$ cat src/rtl/cache_mem_arbiter.sv
// cache_mem_arbiter
//   Shares one 64-bit physical-memory port between the instruction-cache
//   fill port (I) and the data-cache fill/writeback port (D). A 256-bit line
//   is moved as a burst of four 64-bit beats. Only one memory transaction is
//   outstanding at a time.
//
// Ports
//   clk, rst_n           : clock, asynchronous active-low reset
//   i_read, i_address    : I line-fill request and line address ([4:0] ignored)
//   i_resp, i_rdata      : I completion pulse and filled line
//   d_read, d_write      : D line-fill / writeback requests
//   d_address, d_wdata   : D line address ([4:0] ignored) and writeback line
//   d_resp, d_rdata      : D completion pulse and filled line
//   pmem_read/pmem_write : memory read / write burst in progress
//   pmem_address         : line-aligned burst address
//   pmem_wdata           : current write beat
//   pmem_rdata/pmem_resp : current read beat / beat handshake
//   dbg_state, dbg_beat  : FSM state (0 IDLE, 1 BURST, 2 RESP) and beat counter
//
// Handshake: in BURST the command (pmem_read or pmem_write) and pmem_address
// are held steady; a beat moves in every cycle where pmem_resp=1, and memory
// may stall any number of cycles by holding pmem_resp=0. pmem_resp outside
// BURST is ignored. Requesters hold their request until the cycle of their
// *_resp pulse and drop it at the edge that ends that cycle.
module cache_mem_arbiter (
    input  logic         clk,
    input  logic         rst_n,
    input  logic         i_read,
    input  logic [31:0]  i_address,
    output logic         i_resp,
    output logic [255:0] i_rdata,
    input  logic         d_read,
    input  logic         d_write,
    input  logic [31:0]  d_address,
    input  logic [255:0] d_wdata,
    output logic         d_resp,
    output logic [255:0] d_rdata,
    output logic         pmem_read,
    output logic         pmem_write,
    output logic [31:0]  pmem_address,
    output logic [63:0]  pmem_wdata,
    input  logic [63:0]  pmem_rdata,
    input  logic         pmem_resp,
    output logic [1:0]   dbg_state,
    output logic [1:0]   dbg_beat
);

    typedef enum logic [1:0] {
        IDLE  = 2'd0,
        BURST = 2'd1,
        RESP  = 2'd2
    } state_t;

    state_t         state;
    state_t         state_next;
    logic [1:0]     beat;
    logic           last_grant_d;   // 0: I was granted last, 1: D was
    logic           owner_d;        // owner of the current transaction
    logic           op_write;
    logic [26:0]    line_addr;
    logic [255:0]   line_buf;

    logic           i_pend;
    logic           d_pend;
    logic           grant_any;
    logic           grant_d;
    logic [7:0]     beat_lsb;

    // Round-robin: on a tie, the port that was not granted last wins.
    // A D port asking for both read and write is granted as a write first;
    // its read stays asserted and is arbitrated again in a later IDLE.
    always_comb begin
        i_pend    = i_read;
        d_pend    = d_read | d_write;
        grant_any = i_pend | d_pend;
        grant_d   = d_pend & (~i_pend | ~last_grant_d);
        beat_lsb  = {beat, 6'b0};
    end

    always_comb begin
        state_next = state;
        case (state)
            IDLE:    if (grant_any) state_next = BURST;
            BURST:   if (pmem_resp && beat == 2'd3) state_next = RESP;
            RESP:    state_next = IDLE;
            default: state_next = IDLE;
        endcase
    end

    always_ff @(posedge clk or negedge rst_n) begin
        if (!rst_n) begin
            state <= IDLE;
        end else begin
            state <= state_next;
        end
    end

    always_ff @(posedge clk or negedge rst_n) begin
        if (!rst_n) begin
            beat         <= 2'd0;
            last_grant_d <= 1'b0;
            owner_d      <= 1'b0;
            op_write     <= 1'b0;
            line_addr    <= 27'd0;
            line_buf     <= 256'd0;
        end else begin
            if (state == IDLE && grant_any) begin
                owner_d      <= grant_d;
                last_grant_d <= grant_d;
                op_write     <= grant_d & d_write;
                line_addr    <= grant_d ? d_address[31:5] : i_address[31:5];
                beat         <= 2'd0;
                if (grant_d && d_write) begin
                    line_buf <= d_wdata;
                end
            end else if (state == BURST && pmem_resp) begin
                if (!op_write) begin
                    line_buf[beat_lsb +: 64] <= pmem_rdata;
                end
                // The last beat wraps the counter back to 0 as the burst ends.
                beat <= beat + 2'd1;
            end
        end
    end

    // All outputs decode registered state only.
    always_comb begin
        pmem_read    = (state == BURST) & ~op_write;
        pmem_write   = (state == BURST) & op_write;
        pmem_address = {line_addr, 5'b0};
        pmem_wdata   = line_buf[beat_lsb +: 64];
        i_resp       = (state == RESP) & ~owner_d;
        d_resp       = (state == RESP) & owner_d;
        i_rdata      = line_buf;
        d_rdata      = line_buf;
        dbg_state    = state;
        dbg_beat     = beat;
    end

endmodule

$ cat config.mk
export PLATFORM = sky130hd
export DESIGN_NAME = cache_mem_arbiter
export DESIGN_NICKNAME = d
export VERILOG_FILES = /design/src/rtl/cache_mem_arbiter.sv
export SDC_FILE = /design/constraint.sdc
export NUM_CORES = 1
export LEC_CHECK = 0
export BUFFER_PORTS_ARGS = -buffer_cell sky130_fd_sc_hd__buf_4
export CAP_MARGIN = 15
export CORE_AREA = 2 2 395 397
export DETAILED_ROUTE_END_ITERATION = 8
export DIE_AREA = 0 0 397 399
export PLACE_DENSITY = 0.31
export SLEW_MARGIN = 10
export SYNTH_ARGS = -nofsm -noshare
export SYNTH_HDL_FRONTEND = slang
export SYNTH_SLANG_ARGS = --single-unit
$ cat constraint.sdc
create_clock -name clk -period 3.74 [get_ports clk]
set_clock_uncertainty 0.1 [all_clocks]
set_input_delay 0.187 -clock clk [delete_from_list [all_inputs] [get_ports clk]]
set_output_delay 0.187 -clock clk [all_outputs]
set_load 0.05 [all_outputs]
After elaboration in Yosys (flattened, before gate mapping)
Index checks and enable logic that the tools add are counted.
{ "op_classes": {"addsub": 2, "eq_ne": 7, "shift": 3, "muxes": 11, "bitwise_logic": 12, "reduce_logical": 8} }
{ "ops": {"columns": ["op", "count"], "rows": [
  ["two-way mux 256 bit", 4],
  ["bitwise mux 256 bit", 1],
  ["variable shift 64 x 10 -> 256 bit (first input constant)", 1],
  ["indexed part select 256 x 9 -> 64 bit", 1],
  ["indexed part select 64 x 10 -> 256 bit", 1],
  ["two-way mux 27 bit", 1],
  ["negation 8 -> 10 bit", 1],
  ["two-way mux 2 bit", 4],
  ["bitwise AND 1 bit", 6],
  ["== test 2 bit (second input constant)", 2],
  ["logical AND 1 bit", 4],
  ["!= test 2 x 1 -> 1 bit (second input constant)", 2],
  ["!= test 2 bit (second input constant)", 2],
  ["one-hot mux 2 bit (2 select lines)", 1],
  ["NOT 1 bit", 3],
  ["OR 1 bit", 3],
  ["AND reduction 3 bit", 1],
  ["adder 2 x 1 -> 2 bit (second input constant)", 1],
  ["== test 2 x 1 -> 1 bit (second input constant)", 1],
  ["zero test 2 bit", 1],
  ["AND reduction 2 bit", 1],
  ["nonzero test 2 bit", 1]
]} }
{ "word_totals": {"reg_bits": 289, "out_inout_bits": 616, "wordCells": 49} }

Depth between registers and ports, before layout
{ "logic_depth": {"word_depth": 6, "mapped_depth": 11, "depth_no_buf": 6} }

Worst setup path before layout
No wires, ideal clock.
{ "synth_path": {"path_kind": "register to register", "from": "register beat[0], in the netlist dbg_beat[0]", "to": "register line_buf[244], in the netlist d_rdata[244]", "setup_time_ns": 0.067, "arrival_time_ns": 3.089, "required_time_ns": 3.573, "path_slack_ns": 0.484, "stages_incl_launch_ff": 12, "n_path_buf": 5, "period_less_slack_ns": 3.256, "path_cell_list": "dfrtp_1 -> buf_2 -> buf_2 -> buf_2 -> inv_1 -> ha_1 -> nor4bb_1 -> clkbuf_1 -> clkbuf_1 -> nand2_1 -> mux2i_1 -> mux2_2"} }
{ "synth_via": {"elab_chain_len": 6, "word_cells_on_any_way": 7, "classes_between": "add/sub (1); shift (2); mux (4)"} }
{ "synth_lines": {"columns": ["item", "line_no", "source"], "rows": [
  ["from (decl)", "56", "logic [1:0] beat;"],
  ["from (signal assigned)", "121", "beat <= beat + 2'd1;"],
  ["negation 8 -> 10 bit (*)", "118", "line_buf[beat_lsb +: 64] <= pmem_rdata;"],
  ["indexed part select 64 x 10 -> 256 bit or variable shift 64 x 10 -> 256 bit (tied branches)", "118", null],
  ["bitwise mux 256 bit (*)", "118", null],
  ["two-way mux 256 bit (*)", "117", "if (!op_write) begin"],
  ["two-way mux 256 bit (*)", "116", "end else if (state == BURST && pmem_resp) begin"],
  ["two-way mux 256 bit (*)", "107", "if (state == IDLE && grant_any) begin"],
  ["to (signal assigned)", "114", "line_buf <= d_wdata;"],
  ["to (signal, indexed assignment)", "118", null],
  ["to (decl)", "61", "logic [255:0] line_buf;"]
]} }
Mark *: on every way between the ends. The rest lies on a longest branch, timed or not. The select of a mux whose other input is x is not followed.
A chain may end at the register's enable or synchronous reset.

Worst setup path after layout
{ "layout_path": {"from": "register beat[0], in the netlist dbg_beat[0]", "to": "register line_buf[53], in the netlist d_rdata[53]"} }
The elaborated chain is that of the path after synthesis.

==> metrics.txt <==
Vias/cell 3.571; Worst-path clk slew around 0.060 ns; max cap viols 0; highest clock rate 0.3010 GHz; crit path capture d_rdata[53]$_DFFE_PN0P_; TritonCTS Buffers 44; Routed Antenna Nets 0; Syn. warnings 0; vias in the first global route 19.82k; Die ar. roughly 0.16 sq mm; Syn Inst Count 1,869; Leakage ~19 nW; area delta synth->final 76.92%; CP startpoint dbg_beat[0]$_DFFE_PN0P_; crit path max fanout 31; Starting Density 0.1276; Worst Reg2Reg Path Length in Cells 8; WL per Instance 22.72 um; drt pass-1 iters 4; GRT Total Usage 0.1446; FF-to-FF End d_rdata[53]$_DFFE_PN0P_; Die Ht 399 um; ys flop type dfrtp_1; CP arrival 3.76 ns; share of layout cells above drive strength 1 0.4482; first-pass GRT wire length about 160,000 um; row count between 100 and 150; status finished, final reports clean; Worst-Margin Slew 1.085 ns; Final #Nets roughly 3.5k; Crit-path slowest cell buf_4; Reg-to-Reg Start dbg_beat[0]$_DFFE_PN0P_; peak supply drop between 500 and 600 uV; Register Area ~0.0072 sq mm; CTS tree built; worst rel slew slack 0.2764; H-Tree Depth 2; RSZ-0062 raised after global routing false; Setup crit start kind flop; total gr overflow 0; Fin Hold WS 0.07784 ns; DP HPWL about 88,000 um; vias post-DR 18.68k; Post-Syn Area 0.01962 sq mm; critical-path cell list inv_1 -> ha_1 -> nor4bb_4 -> buf_4 -> nand2_1 -> mux2i_1 -> dlygate4sd3_1 -> mux2_2; Core Region 0.1537 sq mm; multi-input logic area between 0.008 and 0.009 sq mm; Total Routed Length 118,900 um; Hold Crit Class in -> reg; Final GP Congestion 0.7653; Filler cells 16.81k; CP endpoint kind flop; maximum buffer depth of the clock tree 3; crit path kind reg -> reg; Final Hold Violating Endpoints 0; hold path start d_wdata[22]; die outline width 397 um; Syn Area/Cell 10.50 sq um; latest clock arrival within the worst-skew pair 0.61 ns; Slew Limit Fails 0; io pins 1,006; Worst Path Required 4.18 ns; Netlist cell types 36; PostCTS Resize Cnt 0; async set-reset flop share out of synthesis 1.000; clk sinks approximately 290; antenna violations before repair 18; max incr delay on CP 0.61 ns; Period minus WS final 3.322 ns; placed cell count 4,589; r2r setup slk around 0.42 ns; root buf cell clkbuf_16; sequential-to-total area share from yosys stat 0.3687; #FFs+latches synth between 200 and 300; WP depth 8; non-filler cells, final approximately 5.2k; fin crit share 0.8882; Top delay family on crit path buffers and inverters; drc violations 0; PortBufs 990; number of synthesized flops with an enable pin 0; Buffers & Inverters on Critical Path 3; Setup TNS 0 ns; Pwr Density a little over 900 mW/mm^2; Iter 0 DRT Violations 666; pin count of the biggest net entering global routing 86; Final setup viols 0
-- worst min path at each step --
stage | to | cells after the start | slack, ns
2_1_floorplan | d_rdata[0]$_DFFE_PN0P_ | 0 | -0.21
3_3_place_gp | line_addr[9]$_DFFE_PN0P_ | 1 | 0.23
3_5_place_dp | line_addr[9]$_DFFE_PN0P_ | 1 | 0.23
4_1_cts | d_rdata[22]$_DFFE_PN0P_ | 4 | 0.02
5_1_grt | d_rdata[22]$_DFFE_PN0P_ | 4 | 0.07
6_report | d_rdata[22]$_DFFE_PN0P_ | 4 | 0.08
-- sequential cells by signal (all words and copies together), names as in the netlist --
register,flops
d_rdata,256
line_addr,27
dbg_beat,2
dbg_state,2
op_write,1
owner_d,1
-- Yosys cell counts (2+ instances only) --
| master | n | area, sq um |
|---|---|---|
| nand2_1 | 289 | 1085 |
| dfrtp_1 | 289 | 7232 |
| mux2_2 | 242 | 2725 |
| buf_1 | 13 | 48.80 |
| nor2_1 | 2 | 7.510 |
| mux2_1 | 16 | 180.2 |
| buf_4 | 288 | 2162 |
| o21ai_0 | 28 | 140.1 |
| ha_1 | 6 | 75.07 |
| inv_1 | 260 | 975.9 |
| clkbuf_1 | 23 | 86.33 |
| nor4bb_1 | 3 | 30.03 |
| mux2i_1 | 281 | 2813 |
| buf_6 | 27 | 304.0 |
| a21oi_4 | 4 | 65.06 |
| buf_2 | 15 | 75.07 |
| mux4_2 | 64 | 1441 |
-- cells by family after synthesis --
| kind of cell | after synthesis | share of synthesized area |
|---|---|---|
| buffers and inverters | 626 | 0.1862 |
| muxes | 603 | 0.3650 |
| and+or+nand+nor | 305 | 0.06162 |
| DFF | 289 | 0.3687 |
| AOI/OAI and AO/OA | 38 | 0.01410 |
| adders and majority gates | 6 | 0.003827 |
| other | 1 | 0.0001912 |
| xor gates and xnor gates | 1 | 0.0004466 |
-- cell type report --
| cell class | count | share of cell area |
|---|---|---|
| Tap cell | 2044 | 0.07369 |
| Clock buffer | 70 | 0.03948 |
| Timing Repair Buffer | 1600 | 0.3937 |
| Multi-Input combinational cell | 958 | 0.2540 |
| Clock inverter | 9 | 0.002235 |
| Inverter | 260 | 0.02812 |
| Sequential cell | 289 | 0.2086 |
| Antenna cell | 2 | 0.0001442 |
-- routing by layer --
metal / wire length (um) / up-vias / global-route usage
li1: - / 8475 / -
met1: 50770 / 9533 / 0.1809
met2: 61320 / 585 / 0.2631
met3: 4867 / 89 / 0.02048
met4: 1909 / 0 / 0.02702
met5: 0 / - / 0
-- report_power, final --
part | internal, mW | leakage (nW) | switching (mW)
sequential | 4.25 | 3.86 | 1.90
combinational | 7.72 | 14.1 | 14.0
clock | 2.56 | 0.721 | 1.75
-- what timing repair did --
item,CTS,global route
hold buffers,562,0
buffers inserted,0,0
endpoints found under the hold margin,360,0
-- metrics by stage --
step           total power [mW]  area (sq um)    util  setup WS (ns)
2_1_floorplan             20.29         19630       -         0.4841
3_3_place_gp              26.75         27630  0.1798         0.8097
3_5_place_dp              26.72         27630  0.1798         0.7743
4_1_cts                   32.77         34700  0.2258         0.3560
5_1_grt                   33.64         34700  0.2258         0.2088
6_report                  32.16         34700  0.2258         0.4182
-- worst min-delay path: stages --
cell,delay [ns]
buf_4,0.11
inv_1,0.04
mux2i_1,0.11
mux2_2,0.28
-- layout by cell type (no fill, tap or decap), types with 2 or more instances in the layout --
cell / n
nand2_1: 289
inv_1: 260
dlygate4sd3_1: 562
o21ai_0: 27
diode_2: 2
mux4_2: 64
conb_1: 5
mux2_2: 242
buf_4: 1018
buf_12: 19
inv_6: 2
nor4bb_4: 3
clkbuf_1: 10
dfrtp_4: 2
ha_1: 6
a21oi_4: 4
clkbuf_16: 45
dfrtp_1: 287
mux2i_1: 281
nor2_1: 2
clkinv_2: 6
clkbuf_8: 15
mux2_1: 16
Power figures use the tool's default switching activity.
